**src/rtl/seg7_pkg.sv**
```systemverilog
// seg7_pkg -- shared definitions for the multiplexed 7-segment scan controller.
//   GLYPH_TBL : active-high segment patterns (bit order gfedcba) for 0..F
//   state_e   : scan FSM states
//   clog2     : index width helper; never returns less than 1
package seg7_pkg;

    typedef enum logic {
        ST_IDLE = 1'b0,
        ST_SCAN = 1'b1
    } state_e;

    // Entry n is the glyph for nibble value n (F listed first = MSB).
    localparam logic [15:0][6:0] GLYPH_TBL = {
        7'b1110001,  // F
        7'b1111001,  // E
        7'b1011110,  // d
        7'b0111001,  // C
        7'b1111100,  // b
        7'b1110111,  // A
        7'b1101111,  // 9
        7'b1111111,  // 8
        7'b0000111,  // 7
        7'b1111101,  // 6
        7'b1101101,  // 5
        7'b1100110,  // 4
        7'b1001111,  // 3
        7'b1011011,  // 2
        7'b0000110,  // 1
        7'b0111111   // 0
    };

    // Width needed to hold an index 0..n-1, with a floor of 1 bit so a
    // single-digit display still gets a legal vector.
    function automatic int clog2(input int n);
        int w;
        w = 1;
        while ((1 << w) < n) w++;
        return w;
    endfunction

endpackage

```
**src/rtl/seg7_scan_ctrl_decode.sv**
```systemverilog
// seg7_decode -- combinational nibble to 7-segment glyph decoder.
//   nibble_i   : digit value 0..15
//   hex_mode_i : 1 = 10..15 render as A..F, 0 = render blank
//   glyph_o    : active-high segments, bit order gfedcba
module seg7_decode
    import seg7_pkg::*;
(
    input  logic [3:0] nibble_i,
    input  logic       hex_mode_i,
    output logic [6:0] glyph_o
);

    always_comb begin
        glyph_o = GLYPH_TBL[nibble_i];
        if ((nibble_i > 4'd9) && !hex_mode_i) begin
            glyph_o = 7'b0000000;
        end
    end

endmodule

```
**src/rtl/seg7_scan_ctrl.sv**
```systemverilog
// seg7_scan_ctrl -- time-multiplexed driver for an N_DIGITS 7-segment display.
//   clk, rst        : clock, asynchronous active-high reset
//   display_en_i    : 1 = scanning, 0 = dark and halted
//   digits_i        : nibble i = value of digit i (digit 0 rightmost)
//   dp_i            : bit i = decimal point of digit i
//   hex_mode_i      : render 10..15 as A..F instead of blank
//   lz_suppress_i   : blank leading zeros
//   brightness_i    : on-time per slot in sixteenths (live, not shadowed)
//   seg_o, seg_dp_o : shared segment lines (gfedcba) and decimal point
//   digit_en_o      : one-hot (at most) digit enables
//   frame_start_o   : one-cycle pulse as digit 0 of a new frame begins
module seg7_scan_ctrl
    import seg7_pkg::*;
#(
    parameter int N_DIGITS    = 6,
    parameter int DIV_W       = 17,
    parameter bit SEG_ACT_LOW = 1'b1,
    parameter bit EN_ACT_LOW  = 1'b1
) (
    input  logic                  clk,
    input  logic                  rst,
    input  logic                  display_en_i,
    input  logic [4*N_DIGITS-1:0] digits_i,
    input  logic [N_DIGITS-1:0]   dp_i,
    input  logic                  hex_mode_i,
    input  logic                  lz_suppress_i,
    input  logic [3:0]            brightness_i,
    output logic [6:0]            seg_o,
    output logic                  seg_dp_o,
    output logic [N_DIGITS-1:0]   digit_en_o,
    output logic                  frame_start_o
);

    localparam int                  IDX_W    = clog2(N_DIGITS);
    localparam logic [IDX_W-1:0]    IDX_LAST = IDX_W'(N_DIGITS - 1);
    // Inactive levels; XOR with these applies polarity to active-high data.
    localparam logic [6:0]          SEG_OFF  = {7{SEG_ACT_LOW}};
    localparam logic                DP_OFF   = SEG_ACT_LOW;
    localparam logic [N_DIGITS-1:0] EN_OFF   = {N_DIGITS{EN_ACT_LOW}};

    state_e                       state_q, state_d;
    logic [DIV_W-1:0]             div_cnt_q, div_cnt_d;
    logic [IDX_W-1:0]             idx_q, idx_d;
    logic [N_DIGITS-1:0][3:0]     dig_sh_q, dig_sh_d;
    logic [N_DIGITS-1:0]          dp_sh_q, dp_sh_d;
    logic                         hex_sh_q, hex_sh_d;
    logic                         lz_sh_q, lz_sh_d;
    logic                         frame_q, frame_d;
    logic [6:0]                   seg_q, seg_d;
    logic                         seg_dp_q, seg_dp_d;
    logic [N_DIGITS-1:0]          en_q, en_d;

    logic                         div_wrap, idx_wrap, capture, lit, blank;
    logic [3:0]                   phase;
    logic [N_DIGITS-1:0]          hi_zero;
    logic [6:0]                   glyph;

    assign div_wrap = &div_cnt_q;
    assign idx_wrap = div_wrap && (idx_q == IDX_LAST);
    // Shadow capture on entering SCAN and at each frame wrap; a falling
    // display_en in the same cycle suppresses it.
    assign capture  = display_en_i && ((state_q == ST_IDLE) || idx_wrap);
    assign phase    = div_cnt_q[DIV_W-1 -: 4];
    // Phase 0 stays dark so the previous digit's segments never ghost.
    assign lit      = (state_q == ST_SCAN) && display_en_i &&
                      (phase != 4'd0) && (phase <= brightness_i);

    // hi_zero[i] = shadow digits i..N_DIGITS-1 are all zero.
    always_comb begin
        logic run;
        run     = 1'b1;
        hi_zero = '0;
        for (int i = N_DIGITS - 1; i >= 0; i--) begin
            run        = run && (dig_sh_q[i] == 4'd0);
            hi_zero[i] = run;
        end
    end

    assign blank = lz_sh_q && (idx_q != '0) && hi_zero[idx_q];

    seg7_decode u_decode (
        .nibble_i   (dig_sh_q[idx_q]),
        .hex_mode_i (hex_sh_q),
        .glyph_o    (glyph)
    );

    // Next state: scan counters, shadows, frame pulse.
    always_comb begin
        state_d   = state_q;
        div_cnt_d = div_cnt_q;
        idx_d     = idx_q;
        dig_sh_d  = dig_sh_q;
        dp_sh_d   = dp_sh_q;
        hex_sh_d  = hex_sh_q;
        lz_sh_d   = lz_sh_q;
        frame_d   = 1'b0;

        case (state_q)
            ST_IDLE: begin
                div_cnt_d = '0;
                idx_d     = '0;
                if (display_en_i) state_d = ST_SCAN;
            end
            default: begin
                if (!display_en_i) begin
                    state_d   = ST_IDLE;
                    div_cnt_d = '0;
                    idx_d     = '0;
                end else begin
                    div_cnt_d = div_cnt_q + 1'b1;
                    if (div_wrap) idx_d = idx_wrap ? '0 : idx_q + 1'b1;
                end
            end
        endcase

        if (capture) begin
            dig_sh_d = digits_i;
            dp_sh_d  = dp_i;
            hex_sh_d = hex_mode_i;
            lz_sh_d  = lz_suppress_i;
            frame_d  = 1'b1;
        end
    end

    // Output next state: one cycle behind the index/phase that produced it.
    always_comb begin
        seg_d    = SEG_OFF;
        seg_dp_d = DP_OFF;
        en_d     = EN_OFF;
        if (lit) begin
            en_d = EN_OFF ^ (N_DIGITS'(1) << idx_q);
            if (!blank) begin
                seg_d    = SEG_OFF ^ glyph;
                seg_dp_d = DP_OFF ^ dp_sh_q[idx_q];
            end
        end
    end

    always_ff @(posedge clk or posedge rst) begin
        if (rst) begin
            state_q   <= ST_IDLE;
            div_cnt_q <= '0;
            idx_q     <= '0;
            dig_sh_q  <= '0;
            dp_sh_q   <= '0;
            hex_sh_q  <= 1'b0;
            lz_sh_q   <= 1'b0;
            frame_q   <= 1'b0;
            seg_q     <= SEG_OFF;
            seg_dp_q  <= DP_OFF;
            en_q      <= EN_OFF;
        end else begin
            state_q   <= state_d;
            div_cnt_q <= div_cnt_d;
            idx_q     <= idx_d;
            dig_sh_q  <= dig_sh_d;
            dp_sh_q   <= dp_sh_d;
            hex_sh_q  <= hex_sh_d;
            lz_sh_q   <= lz_sh_d;
            frame_q   <= frame_d;
            seg_q     <= seg_d;
            seg_dp_q  <= seg_dp_d;
            en_q      <= en_d;
        end
    end

    assign seg_o         = seg_q;
    assign seg_dp_o      = seg_dp_q;
    assign digit_en_o    = en_q;
    assign frame_start_o = frame_q;

endmodule

```
**config.mk**
```make
export PLATFORM = sky130hd
export DESIGN_NAME = seg7_scan_ctrl
export DESIGN_NICKNAME = d
export VERILOG_FILES = /design/src/rtl/seg7_pkg.sv /design/src/rtl/seg7_scan_ctrl_decode.sv /design/src/rtl/seg7_scan_ctrl.sv
export SDC_FILE = /design/constraint.sdc
export NUM_CORES = 1
export LEC_CHECK = 0
export BUFFER_PORTS_ARGS = -buffer_cell sky130_fd_sc_hd__buf_2
export CAP_MARGIN = 10
export CELL_PAD_IN_SITES_DETAIL_PLACEMENT = 1
export CELL_PAD_IN_SITES_GLOBAL_PLACEMENT = 2
export CORE_MARGIN = 4
export CORE_UTILIZATION = 34
export CTS_CLUSTER_SIZE = 25
export DETAILED_ROUTE_END_ITERATION = 7
export GPL_TIMING_DRIVEN = 0
export PLACE_DENSITY = 0.82
export RECOVER_POWER = 50
export SLEW_MARGIN = 20
export SYNTH_ARGS = -nofsm -noshare
export SYNTH_HDL_FRONTEND = slang
export SYNTH_SLANG_ARGS = --single-unit
```
**constraint.sdc**
```tcl
create_clock -name clk -period 2.5 [get_ports clk]
set_input_delay 0.25 -clock clk [delete_from_list [all_inputs] [get_ports clk]]
set_output_delay 0.25 -clock clk [all_outputs]
set_load 0.02 [all_outputs]
```
==> results.md, run 1 <==
* Hold Path Class: in -> reg
* CTS H-Tree Depth at 3
* Die ar. at between 10000 and 15000 sq um
* CTS tree: yes
* Area of the multi-input gates at 1698 sq um
* Max Cap Viol at 0
* Hold endpoint: state_q$_DFF_PP0_
* Status: complete, no violations
* WS Path Type: reg -> reg
* Min-Delay Path Depth at 1
* Via count at between 2000 and 3000
* Max VDD drop at 0.0003285 V
* Worst EP arrival at about 2.6 ns
* Post-route insts no fill at 510
* CP max stage cell: dfrtp_2
* Most common cell in the netlist: dfrtp_1
* Cells after synthesis at 293
* Final Cell Area at 4345 sq um
* Lkg Pwr at approximately 1.8 nW
* Flops & latches, synth at 68
* I/O pin count at 54
* EDFF count, synth at 0
* CP max FO at 6
* Pre-Repair DR Iteration Count at 4
* Final ANT Viol Nets at 0
* Startpoint types: flop
* Share of post-route cells with drive strength above 1 at 42.18%
* Port Buffer Count at 53
* Worst Hold Launch: display_en_i
* Post-Syn Area at ~3400 sq um
* All-layer global routing usage at 14.81%
* Syn Area/Cell at 11.77 sq um
* Clk slew on worst S/H paths at 0.08 ns
* Ys flop type: dfrtp_1
* Reg-to-reg slack, setup at approximately 0.11 ns
* DRC viols at 0
* FF-to-FF path depth at 9
* Skew final at 0.01648 ns
* Area after DPL at 3904 sq um
* Relative slew slack at 15.00%
* DR WL/cell at ~16 um
* Global route overflow at 0
* Clk_lat worst skew at around 0.36 ns
* Area Growth Syn to Fin at 25.97%
* Post-layout nets at ~430
* Via density at between 4 and 5
* Fill cells at 1087
* Final Max Slew Viols at 0
* Synthesis Warnings at 0
* Total CTS buffers at 9
* Setup slack at placement at -0.4688 ns
* Delay-heaviest family, CP: simple AND/OR/NAND/NOR gates
* Ys async rst share at 100.0%
* Final estimated routing congestion in global placement at 0.8056
* Most instantiated cells after synthesis: dfrtp_1, mux2_2, nor2_1
* Tmin final at around 2.4 ns
* Worst path bufs/invs at 2
* Crit share post-route at 95.68%
* Final Util at 44.25%
* Placed cell count at 480
* Final Hold Viols at 0
* Vias in the first global route at 2634
* Top-area cell type share of the netlist area at 39.17%
* Setup WS post-layout at 0.1080 ns
* Reg2Reg Capture Point: dig_sh_q[7]$_DFFE_PP0P_
* Antenna cells at 0
* Fmax at around 420 MHz
* Post-synth top area cell: dfrtp_1
* Most used cell, CP: buf_4
* Reg area at about 1700 sq um
* Library cells used by synthesis at 49
* Max Buffers Root-to-Sink at 2
* Die width at 108.7 um
* DR iter-0 viols at 43
* Antenna violations before repair at 0
* Largest net degree at the start of global routing at 43
* CP Cell Sequence: and3_1, nand3_2, nor4_4, ha_2, nand3_1, a21boi_4, buf_4, buf_4, mux2_2
* First-pass GRT wire length at 13580 um
* CP max stage delay at roughly 0.42 ns
* Initial Util at 35.13%
* Placeable Area at 9819 sq um
* Total nets after synthesis at roughly 350
* Transition time of the tightest slew-check pin at 1.268 ns
* Row cnt at 36
* Crit end category: flop
* Worst EP required at around 2.7 ns
* Area contributors post-synth: dfrtp_1, mux2_2, dfstp_2, ha_1, mux2i_1
* Routed wire length at 8286 um
* CTS root buf: clkbuf_8
* Final setup viols at 0
* Height of the die at 108.7 um
* Tot Pwr at 0.002662 W
* DP HPWL at 5901 um
* RR Startpoint: div_cnt_q[7]$_DFF_PP0_
* TritonCTS Sinks at 68
* Seq/Total Area, Yosys at approximately half
* Pwr dens at 612.5 nW/um^2
[where the power goes]
group / internal (W) / total (W) / switching (W)
registers: 0.00118 / 0.00125 / 0.0000664
logic: 0.000195 / 0.000381 / 0.000186
clock network: 0.000566 / 0.00103 / 0.000468
[cells in the final DEF (no fill, tap or decap), drive strengths merged, types with 3 or more instances in the layout]
cell type  instances
a211o              3
a21oi             15
and2               3
and3               5
buf               70
clkbuf            15
clkinv             3
dfrtp             54
dfstp             14
ha                17
inv               14
mux2              35
mux2i             11
mux4               3
nand2             15
nand2b             3
nand3             15
nand4              3
nor2              23
nor4               8
o211ai             4
o21ai              5
o221ai             3
xnor2              7
xor2               5
[flip-flops by register name (all words and copies together), names as in the netlist]
name and count:
hex_sh_q 1, state_q 1, frame_start_o 1, dp_sh_q 6, lz_sh_q 1, dig_sh_q 24, div_cnt_q 17, seg_dp_o 1
digit_en_o 6, idx_q 3, seg_o 7
[repair_timing]
item | CTS | global route
endpoints found under the hold margin | 19 | 0
pin swaps | 4 | 3
resized for setup | 13 | 12
setup buffers | 5 | 8
hold buffers | 1 | 0
setup endpoints to repair | 39 | 37
[logic make-up (layout without fill, tap and decap cells)]
family,count (synthesis),after routing,share of synthesized area [%]
fa+ha+maj,17,17,6.166
simple gates,83,83,12.30
xor+xnor,12,12,3.047
compound gates,41,41,8.887
flops,68,68,49.84
buf+inv,23,107,3.083
mux,49,49,16.68
[worst register-to-register path, stage by stage (launching register included)]
cell and delay [ns]:
dfrtp_2 0.42, and3_1 0.21, nand3_2 0.17, nor4_4 0.26
ha_2 0.22, nand3_1 0.11, a21boi_4 0.32, buf_4 0.17
buf_4 0.10, mux2_2 0.32
[worst max-delay path by stage]
stage,from,endpoint,slack (ns),depth (start not counted)
after CTS,idx_q[0]$_DFFE_PP0P_,seg_o[5]$_DFF_PP1_,0.0008,10
final,div_cnt_q[7]$_DFF_PP0_,dig_sh_q[7]$_DFFE_PP0P_,0.11,9
after floorplan,idx_q[0]$_DFFE_PP0P_,seg_o[4]$_DFF_PP1_,0.06,9
after global routing,div_cnt_q[7]$_DFF_PP0_,dig_sh_q[7]$_DFFE_PP0P_,-0.02,9
after detailed placement,idx_q[0]$_DFFE_PP0P_,seg_o[6]$_DFF_PP1_,-0.47,9
after global placement,idx_q[0]$_DFFE_PP0P_,seg_o[5]$_DFF_PP1_,-0.45,9
[per-stage QoR]
stage | TNS (ns) | hold WS [ns]
CTS | 0 | 0.03412
floorplan | 0 | 0.2814
global route | -0.02723 | 0.07050
detailed placement | -13.41 | 0.2583
global placement | -27.58 | 0.4076
finish | 0 | 0.07541
[cell type report]
class	count	share of cell area, %
buffer	9	1.872
clock buffer	9	2.851
clock inverter	7	2.275
inverter	14	1.238
multi-input combinational	202	39.07
sequential	68	39.62
tap	133	3.830
timing repair buffer	68	9.243
[metal layers]
layer	global-route usage [%]	routed length, um	vias to the layer above
li1	-	-	1213
met1	21.07	4079	1247
met2	22.15	3776	50
met3	3.789	310	9
met4	4.599	119	0
met5	0	0	-
No activity file was read; power rests on OpenSTA's default activity.
==> inputs of run 2 (changes only) <==
--- a/config.mk
+++ b/config.mk
@@ -5,16 +5,17 @@
 export SDC_FILE = /design/constraint.sdc
 export NUM_CORES = 1
 export LEC_CHECK = 0
+export ABC_AREA = 1
 export BUFFER_PORTS_ARGS = -buffer_cell sky130_fd_sc_hd__buf_2
 export CAP_MARGIN = 10
 export CELL_PAD_IN_SITES_DETAIL_PLACEMENT = 1
 export CELL_PAD_IN_SITES_GLOBAL_PLACEMENT = 2
 export CORE_MARGIN = 4
-export CORE_UTILIZATION = 34
+export CORE_UTILIZATION = 30
 export CTS_CLUSTER_SIZE = 25
 export DETAILED_ROUTE_END_ITERATION = 7
 export GPL_TIMING_DRIVEN = 0
-export PLACE_DENSITY = 0.82
+export PLACE_DENSITY_LB_ADDON = 0.12
 export RECOVER_POWER = 50
 export SLEW_MARGIN = 20
 export SYNTH_ARGS = -nofsm -noshare
==> results.md, run 2 <==
* Clk_lat worst skew at 0.33 ns
* Tmin final at ~2.3 ns
* Total CTS buffers at 9
* Area contributors post-synth: dfrtp_1, nand2_1, dfstp_2, ha_1, o21ai_0
* Die ar. at 13630 sq um
* Height of the die at roughly 120 um
* Via count at 3023
* Final setup viols at 0
* Final Max Slew Viols at 0
* Via density at roughly 4.6
* Crit share post-route at 92.21%
* WS Path Type: reg -> reg
* Ys async rst share at 100.0%
* Worst EP required at 2.75 ns
* Final estimated routing congestion in global placement at 0.7715
* DR iter-0 viols at 64
* CTS tree: yes
* Setup slack at placement at -0.4538 ns
* Relative slew slack at 47.07%
* Fmax at 433.8 MHz
* Synthesis Warnings at 0
* Library cells used by synthesis at 30
* Final ANT Viol Nets at 0
* Cells after synthesis at between 400 and 500
* CTS H-Tree Depth at 3
* Startpoint types: flop
* Reg with most FFs: dig_sh_q
* Pre-Repair DR Iteration Count at 4
* Port Buffer Count at 53
* Max FFs per register at 24
* Commonest non-fill, non-tap cells in the layout: nand2_1, dfrtp_1, buf_2
* Max Cap Viol at 0
* Wire length on met2 at 4300 um
* Placeable Area at 11520 sq um
* Commonest non-fill, non-tap cell in the layout: nand2_1
* Max VDD drop at 0.0003470 V
* M1 WL at ~4700 um
* Die width at 116.7 um
* Uppermost routed layer: met4
* Initial Util at a little under a third
* Ys flop type: dfrtp_1
* Met3 WL at 370 um
* Share of post-route cells with drive strength above 1 at 25.58%
* Reg area at 1719 sq um
* Status: complete, no violations
* CP max FO at 10
* DR WL/cell at 14.32 um
* Flops & latches, synth at 68
* Worst EP arrival at 2.55 ns
* I/O pin count at 54
* Most common cell in the netlist: nand2_1
* Post-Syn Area at between 3000 and 4000 sq um
* TritonCTS Sinks at 68
* All-layer global routing usage at 15.40%
* Antenna violations before repair at 0
* Total nets after synthesis at 500
* Top-area cell type share of the netlist area at a little under two fifths
* Final Hold Viols at 0
* Skew final at approximately 0.0066 ns
* Setup WS post-layout at 0.1946 ns
* First-pass GRT wire length at about 16000 um
* Crit end category: flop
* Area Growth Syn to Fin at 25.01%
* Clk slew on worst S/H paths at 0.06 ns
* Tot Pwr at 0.002866 W
* Fill cells at ~1400
* EDFF count, synth at 0
* Max Buffers Root-to-Sink at 2
* Vias in the first global route at 3231
* Post-layout nets at 571
* Largest net degree at the start of global routing at 52
* DP HPWL at 7043 um
* Antenna cells at 0
* Transition time of the tightest slew-check pin at 0.7896 ns
* CTS root buf: clkbuf_16
* Routed wire length at roughly 9500 um
* Seq/Total Area, Yosys at 48.47%
* Syn Area/Cell at between 7 and 8 sq um
* Lkg Pwr at 2.137 nW
* Hold Path Class: in -> reg
* DRC viols at 0
* Pwr dens at 646.4 nW/um^2
* Area of the multi-input gates at 1587 sq um
* Post-synth top area cell: dfrtp_1
* Global route overflow at 0
* Row cnt at 39
* Most instantiated cells after synthesis: nand2_1, dfrtp_1, inv_1
-- run 2: changes by cell type in the layout (fill, tap and decap cells not counted), sizes merged, moves of 5 or more --
cell   change
nand2    +136
inv       +38
o21ai     +37
mux2      -35
nor2      +19
mux2i     -11
nand3     +10
nor4       -8
xnor2      -7
and3       -5
nor3       +5
xor2       -5
-- run 2: final timing paths --
check                           slack (ns)                       end                   start  depth (start not counted)
worst max-delay path                  0.19  dig_sh_q[13]$_DFFE_PP0P_  div_cnt_q[0]$_DFF_PP0_                         17
worst min-delay path                  0.09         state_q$_DFF_PP0_            display_en_i                          1
worst max register to register        0.19  dig_sh_q[13]$_DFFE_PP0P_  div_cnt_q[0]$_DFF_PP0_                         17
worst min register to register        0.48    dp_sh_q[3]$_DFFE_PP0P_  dp_sh_q[3]$_DFFE_PP0P_                          2
max in group asynchronous             0.72    dp_sh_q[0]$_DFFE_PP0P_                     rst                          4
min in group asynchronous             0.58  dig_sh_q[20]$_DFFE_PP0P_                     rst                          3
-- run 2: layout make-up --
type | count | share of cell area, %
Sequential cell | 68 | 38.77
Multi-Input combinational cell | 311 | 35.78
Timing Repair Buffer | 60 | 7.195
Clock buffer | 11 | 5.700
Inverter | 53 | 4.628
Tap cell | 143 | 4.035
Buffer | 12 | 2.765
Clock inverter | 5 | 1.129
-- run 2: per-stage QoR --
stage	cell area, sq um	hold slack, ns	utilization (%)	std cells	setup TNS [ns]
after floorplan	3547	0.2814	-	444	0
after global placement	3991	0.4056	34.66	640	-37.44
after detailed placement	4021	0.2185	34.92	641	-11.63
after CTS	4398	0.08533	38.19	659	0
after global routing	4434	0.08536	38.51	663	-0.09125
final	4434	0.09353	38.51	663	0
-- run 2: cell families after synthesis --
family | share of synthesized area, %
AOI/OAI and AO/OA | 10.90
adders and majority gates | 5.996
buffers and inverters | 7.936
DFF | 48.47
and+or+nand+nor | 26.70
-- run 2: power by group --
part	total (W)	internal, W	switching (W)
combinational	0.000360	0.000132	0.000228
sequential	0.00121	0.00117	0.0000404
clock	0.00130	0.000819	0.000476
total	0.00287	0.00212	0.000744
-- run 2: per-layer routing --
layer / track usage, % / vias up
met5: 0 / -
met1: 21.11 / 1411
met4: 5.963 / 0
li1: - / 1546
met3: 2.642 / 10
met2: 24.27 / 56
-- run 2: timing repair --
item | in CTS | in global routing
hold buffers | 1 | 0
hold endpoints to repair | 10 | 0
gates resized for setup | 19 | 7
cloned | 0 | 0
setup buffers | 1 | 4
endpoints found under the setup margin | 33 | 33
pin swaps | 2 | 3
-- run 2: critical path, stage by stage (launching register included) --
cell     delay, ns
dfrtp_1       0.36
ha_1          0.18
nand2_1       0.06
inv_2         0.09
nand3_4       0.09
nor2_4        0.11
nand2_2       0.09
nor2_4        0.14
nand3_1       0.11
nor2_1        0.13
ha_2          0.19
nand2_1       0.06
nand2_1       0.10
nand2_4       0.10
inv_6         0.10
buf_6         0.15
nand2_1       0.07
o21ai_0       0.08
==> inputs of run 3 (changes only) <==
--- a/config.mk
+++ b/config.mk
@@ -6,16 +6,16 @@
 export NUM_CORES = 1
 export LEC_CHECK = 0
 export ABC_AREA = 1
-export BUFFER_PORTS_ARGS = -buffer_cell sky130_fd_sc_hd__buf_2
 export CAP_MARGIN = 10
 export CELL_PAD_IN_SITES_DETAIL_PLACEMENT = 1
 export CELL_PAD_IN_SITES_GLOBAL_PLACEMENT = 2
 export CORE_MARGIN = 4
-export CORE_UTILIZATION = 30
-export CTS_CLUSTER_SIZE = 25
+export CORE_UTILIZATION = 33
+export CTS_CLUSTER_SIZE = 30
 export DETAILED_ROUTE_END_ITERATION = 7
+export DONT_BUFFER_PORTS = 1
 export GPL_TIMING_DRIVEN = 0
-export PLACE_DENSITY_LB_ADDON = 0.12
+export PLACE_DENSITY_LB_ADDON = 0.1
 export RECOVER_POWER = 50
 export SLEW_MARGIN = 20
 export SYNTH_ARGS = -nofsm -noshare
==> results.md, run 3 (synthesized netlist as in run 2, its figures left out) <==
* Status: complete, no violations
* Post-layout nets at around 530
* WS Path Type: reg -> reg
* Reg-to-reg slack, setup at 0.21 ns
* Final Hold Viols at 0
* RR Startpoint: div_cnt_q[0]$_DFF_PP0_
* DR WL/cell at 15.41 um
* Final Util at 40.50%
* Clk slew on worst S/H paths at 0.08 ns
* CP Cell Sequence: ha_2, nand2_1, inv_2, nand3_4, nor2_4, nand2_2, nor2_4, nand3_2, nor2_1, ha_2, nand2_1, nand2_2, nand2_4, inv_6, buf_4, o21ai_0
* Delay-heaviest family, CP: simple AND/OR/NAND/NOR gates
* Final Cell Area at 4219 sq um
* Tmin final at 2.292 ns
* Height of the die at 111.7 um
* Final Max Slew Viols at 0
* DRC viols at 0
* Vias in the first global route at 3202
* Via density at 4.669
* Critical path startpoint: div_cnt_q[0]$_DFF_PP0_
* Total CTS buffers at 9
* Transition time of the tightest slew-check pin at 1.278 ns
* CTS root buf: clkbuf_8
* Reg2Reg Capture Point: dig_sh_q[16]$_DFFE_PP0P_
* Final setup viols at 0
* Max FFs per register at 24
* Fmax at around 440 MHz
* Row cnt at 37
* Final ANT Viol Nets at 0
* Largest net degree at the start of global routing at 44
* CTS tree: yes
* Crit share post-route at between 90% and 100%
* Final estimated routing congestion in global placement at 0.7742
* CP max stage cell: dfrtp_1
* Reg with most FFs: dig_sh_q
* Initial Util at 34.05%
* Crit path depth at 16
* CTS H-Tree Depth at 3
* Max Cap Viol at 0
* CP max FO at 10
* Skew final at 0.01207 ns
* Port Buffer Count at 0
* Area Growth Syn to Fin at 18.94%
* Worst path bufs/invs at 3
* FF-to-FF path depth at 16
* Worst EP required at 2.73 ns
* Routed wire length at 9448 um
* Die ar. at 12470 sq um
* Commonest non-fill, non-tap cells in the layout: nand2_1, dfrtp_1, inv_1
* Hold slack at 0.01274 ns
* Antenna violations before repair at 0
* Worst EP arrival at ~2.5 ns
* Antenna cells at 0
* Share of post-route cells with drive strength above 1 at 17.40%
* Area after DPL at 3747 sq um
* Pwr dens at 623.2 nW/um^2
* DR iter-0 viols at approximately 120
* Startpoint types: flop
* Crit path capture: dig_sh_q[16]$_DFFE_PP0P_
* Via count at about 2900
* Global route overflow at 0
* Placeable Area at 10420 sq um
* Clk_lat worst skew at 0.35 ns
* Commonest non-fill, non-tap cell in the layout: nand2_1
* Max Buffers Root-to-Sink at 2
* Max VDD drop at 0.0002855 V
* Hold Path Class: in -> reg
* Min-Delay Path Depth at 2
* Crit end category: flop
* First-pass GRT wire length at around 16000 um
* CP max stage delay at around 0.37 ns
* Lkg Pwr at 1.955 nW
* Die width at 111.7 um
* Relative slew slack at 14.33%
* I/O pin count at 54
* Pre-Repair DR Iteration Count at 4
* TritonCTS Sinks at 68
* DP HPWL at 6882 um
* All-layer global routing usage at 16.22%
[run 3: cell count changes in the layout (fill, tap and decap cells not counted), sizes merged]
cell         before  now
buf              68   17
dlygate4sd3       1   12
clkbuf           14   11
clkinv            4    1
clkinvlp          1    3
bufinv            1    2
[run 3: power by group]
group	internal, W	total [W]	switching, W	leakage, nW
clock	0.000618	0.00107	0.000454	0.112
sequential	0.00117	0.00121	0.0000422	0.845
combinational	0.000125	0.000347	0.000221	0.998
total	0.00191	0.00263	0.000717	1.95
[run 3: worst min path at each step]
stage / slack [ns] / from / end
after floorplan: 0.28 / display_en_i / state_q$_DFF_PP0_
after global placement: 0.28 / display_en_i / state_q$_DFF_PP0_
after detailed placement: 0.14 / rst / dig_sh_q[21]$_DFFE_PP0P_
after CTS: 0.002 / dp_i[5] / dp_sh_q[5]$_DFFE_PP0P_
after global routing: 0.009 / digits_i[12] / dig_sh_q[12]$_DFFE_PP0P_
final: 0.01 / lz_suppress_i / lz_sh_q$_DFFE_PP0P_
[run 3: timing repair]
| item | in CTS | in global routing |
|---|---|---|
| hold endpoints to repair | 31 | 0 |
| setup buffers | 1 | 3 |
| gates resized for setup | 12 | 16 |
| endpoints found under the setup margin | 33 | 33 |
| hold buffers | 12 | 0 |
| pin swaps | 1 | 3 |
[run 3: stage by stage]
step	total power, W	cells	worst slack, ns	TNS, ns
floorplan	0.001460	444	0.3179	0
global placement	0.001547	580	-0.3748	-29.10
detailed placement	0.001560	581	-0.3788	-10.47
CTS	0.002678	610	0.003224	0
global route	0.002799	613	-0.02610	-0.2344
finish	0.002630	613	0.2079	0
[run 3: routing by layer]
layer	track usage [%]	vias up	wire length, um
li1	-	1461	-
met4	4.380	0	104
met1	22.08	1348	4587
met2	26.66	44	4509
met3	2.880	9	246
met5	0	-	0
[run 3: area by class of cell]
type / instances / area (sq um)
flip-flops and latches: 68 / 1719
well taps: 136 / 170.2
repair buffers: 17 / 177.7
inverters: 53 / 205.2
clock inverters: 5 / 83.83
multi-input cells: 311 / 1597
fillers: 1277 / 6197
clock buffers: 11 / 151.4
plain buffers: 12 / 115.1
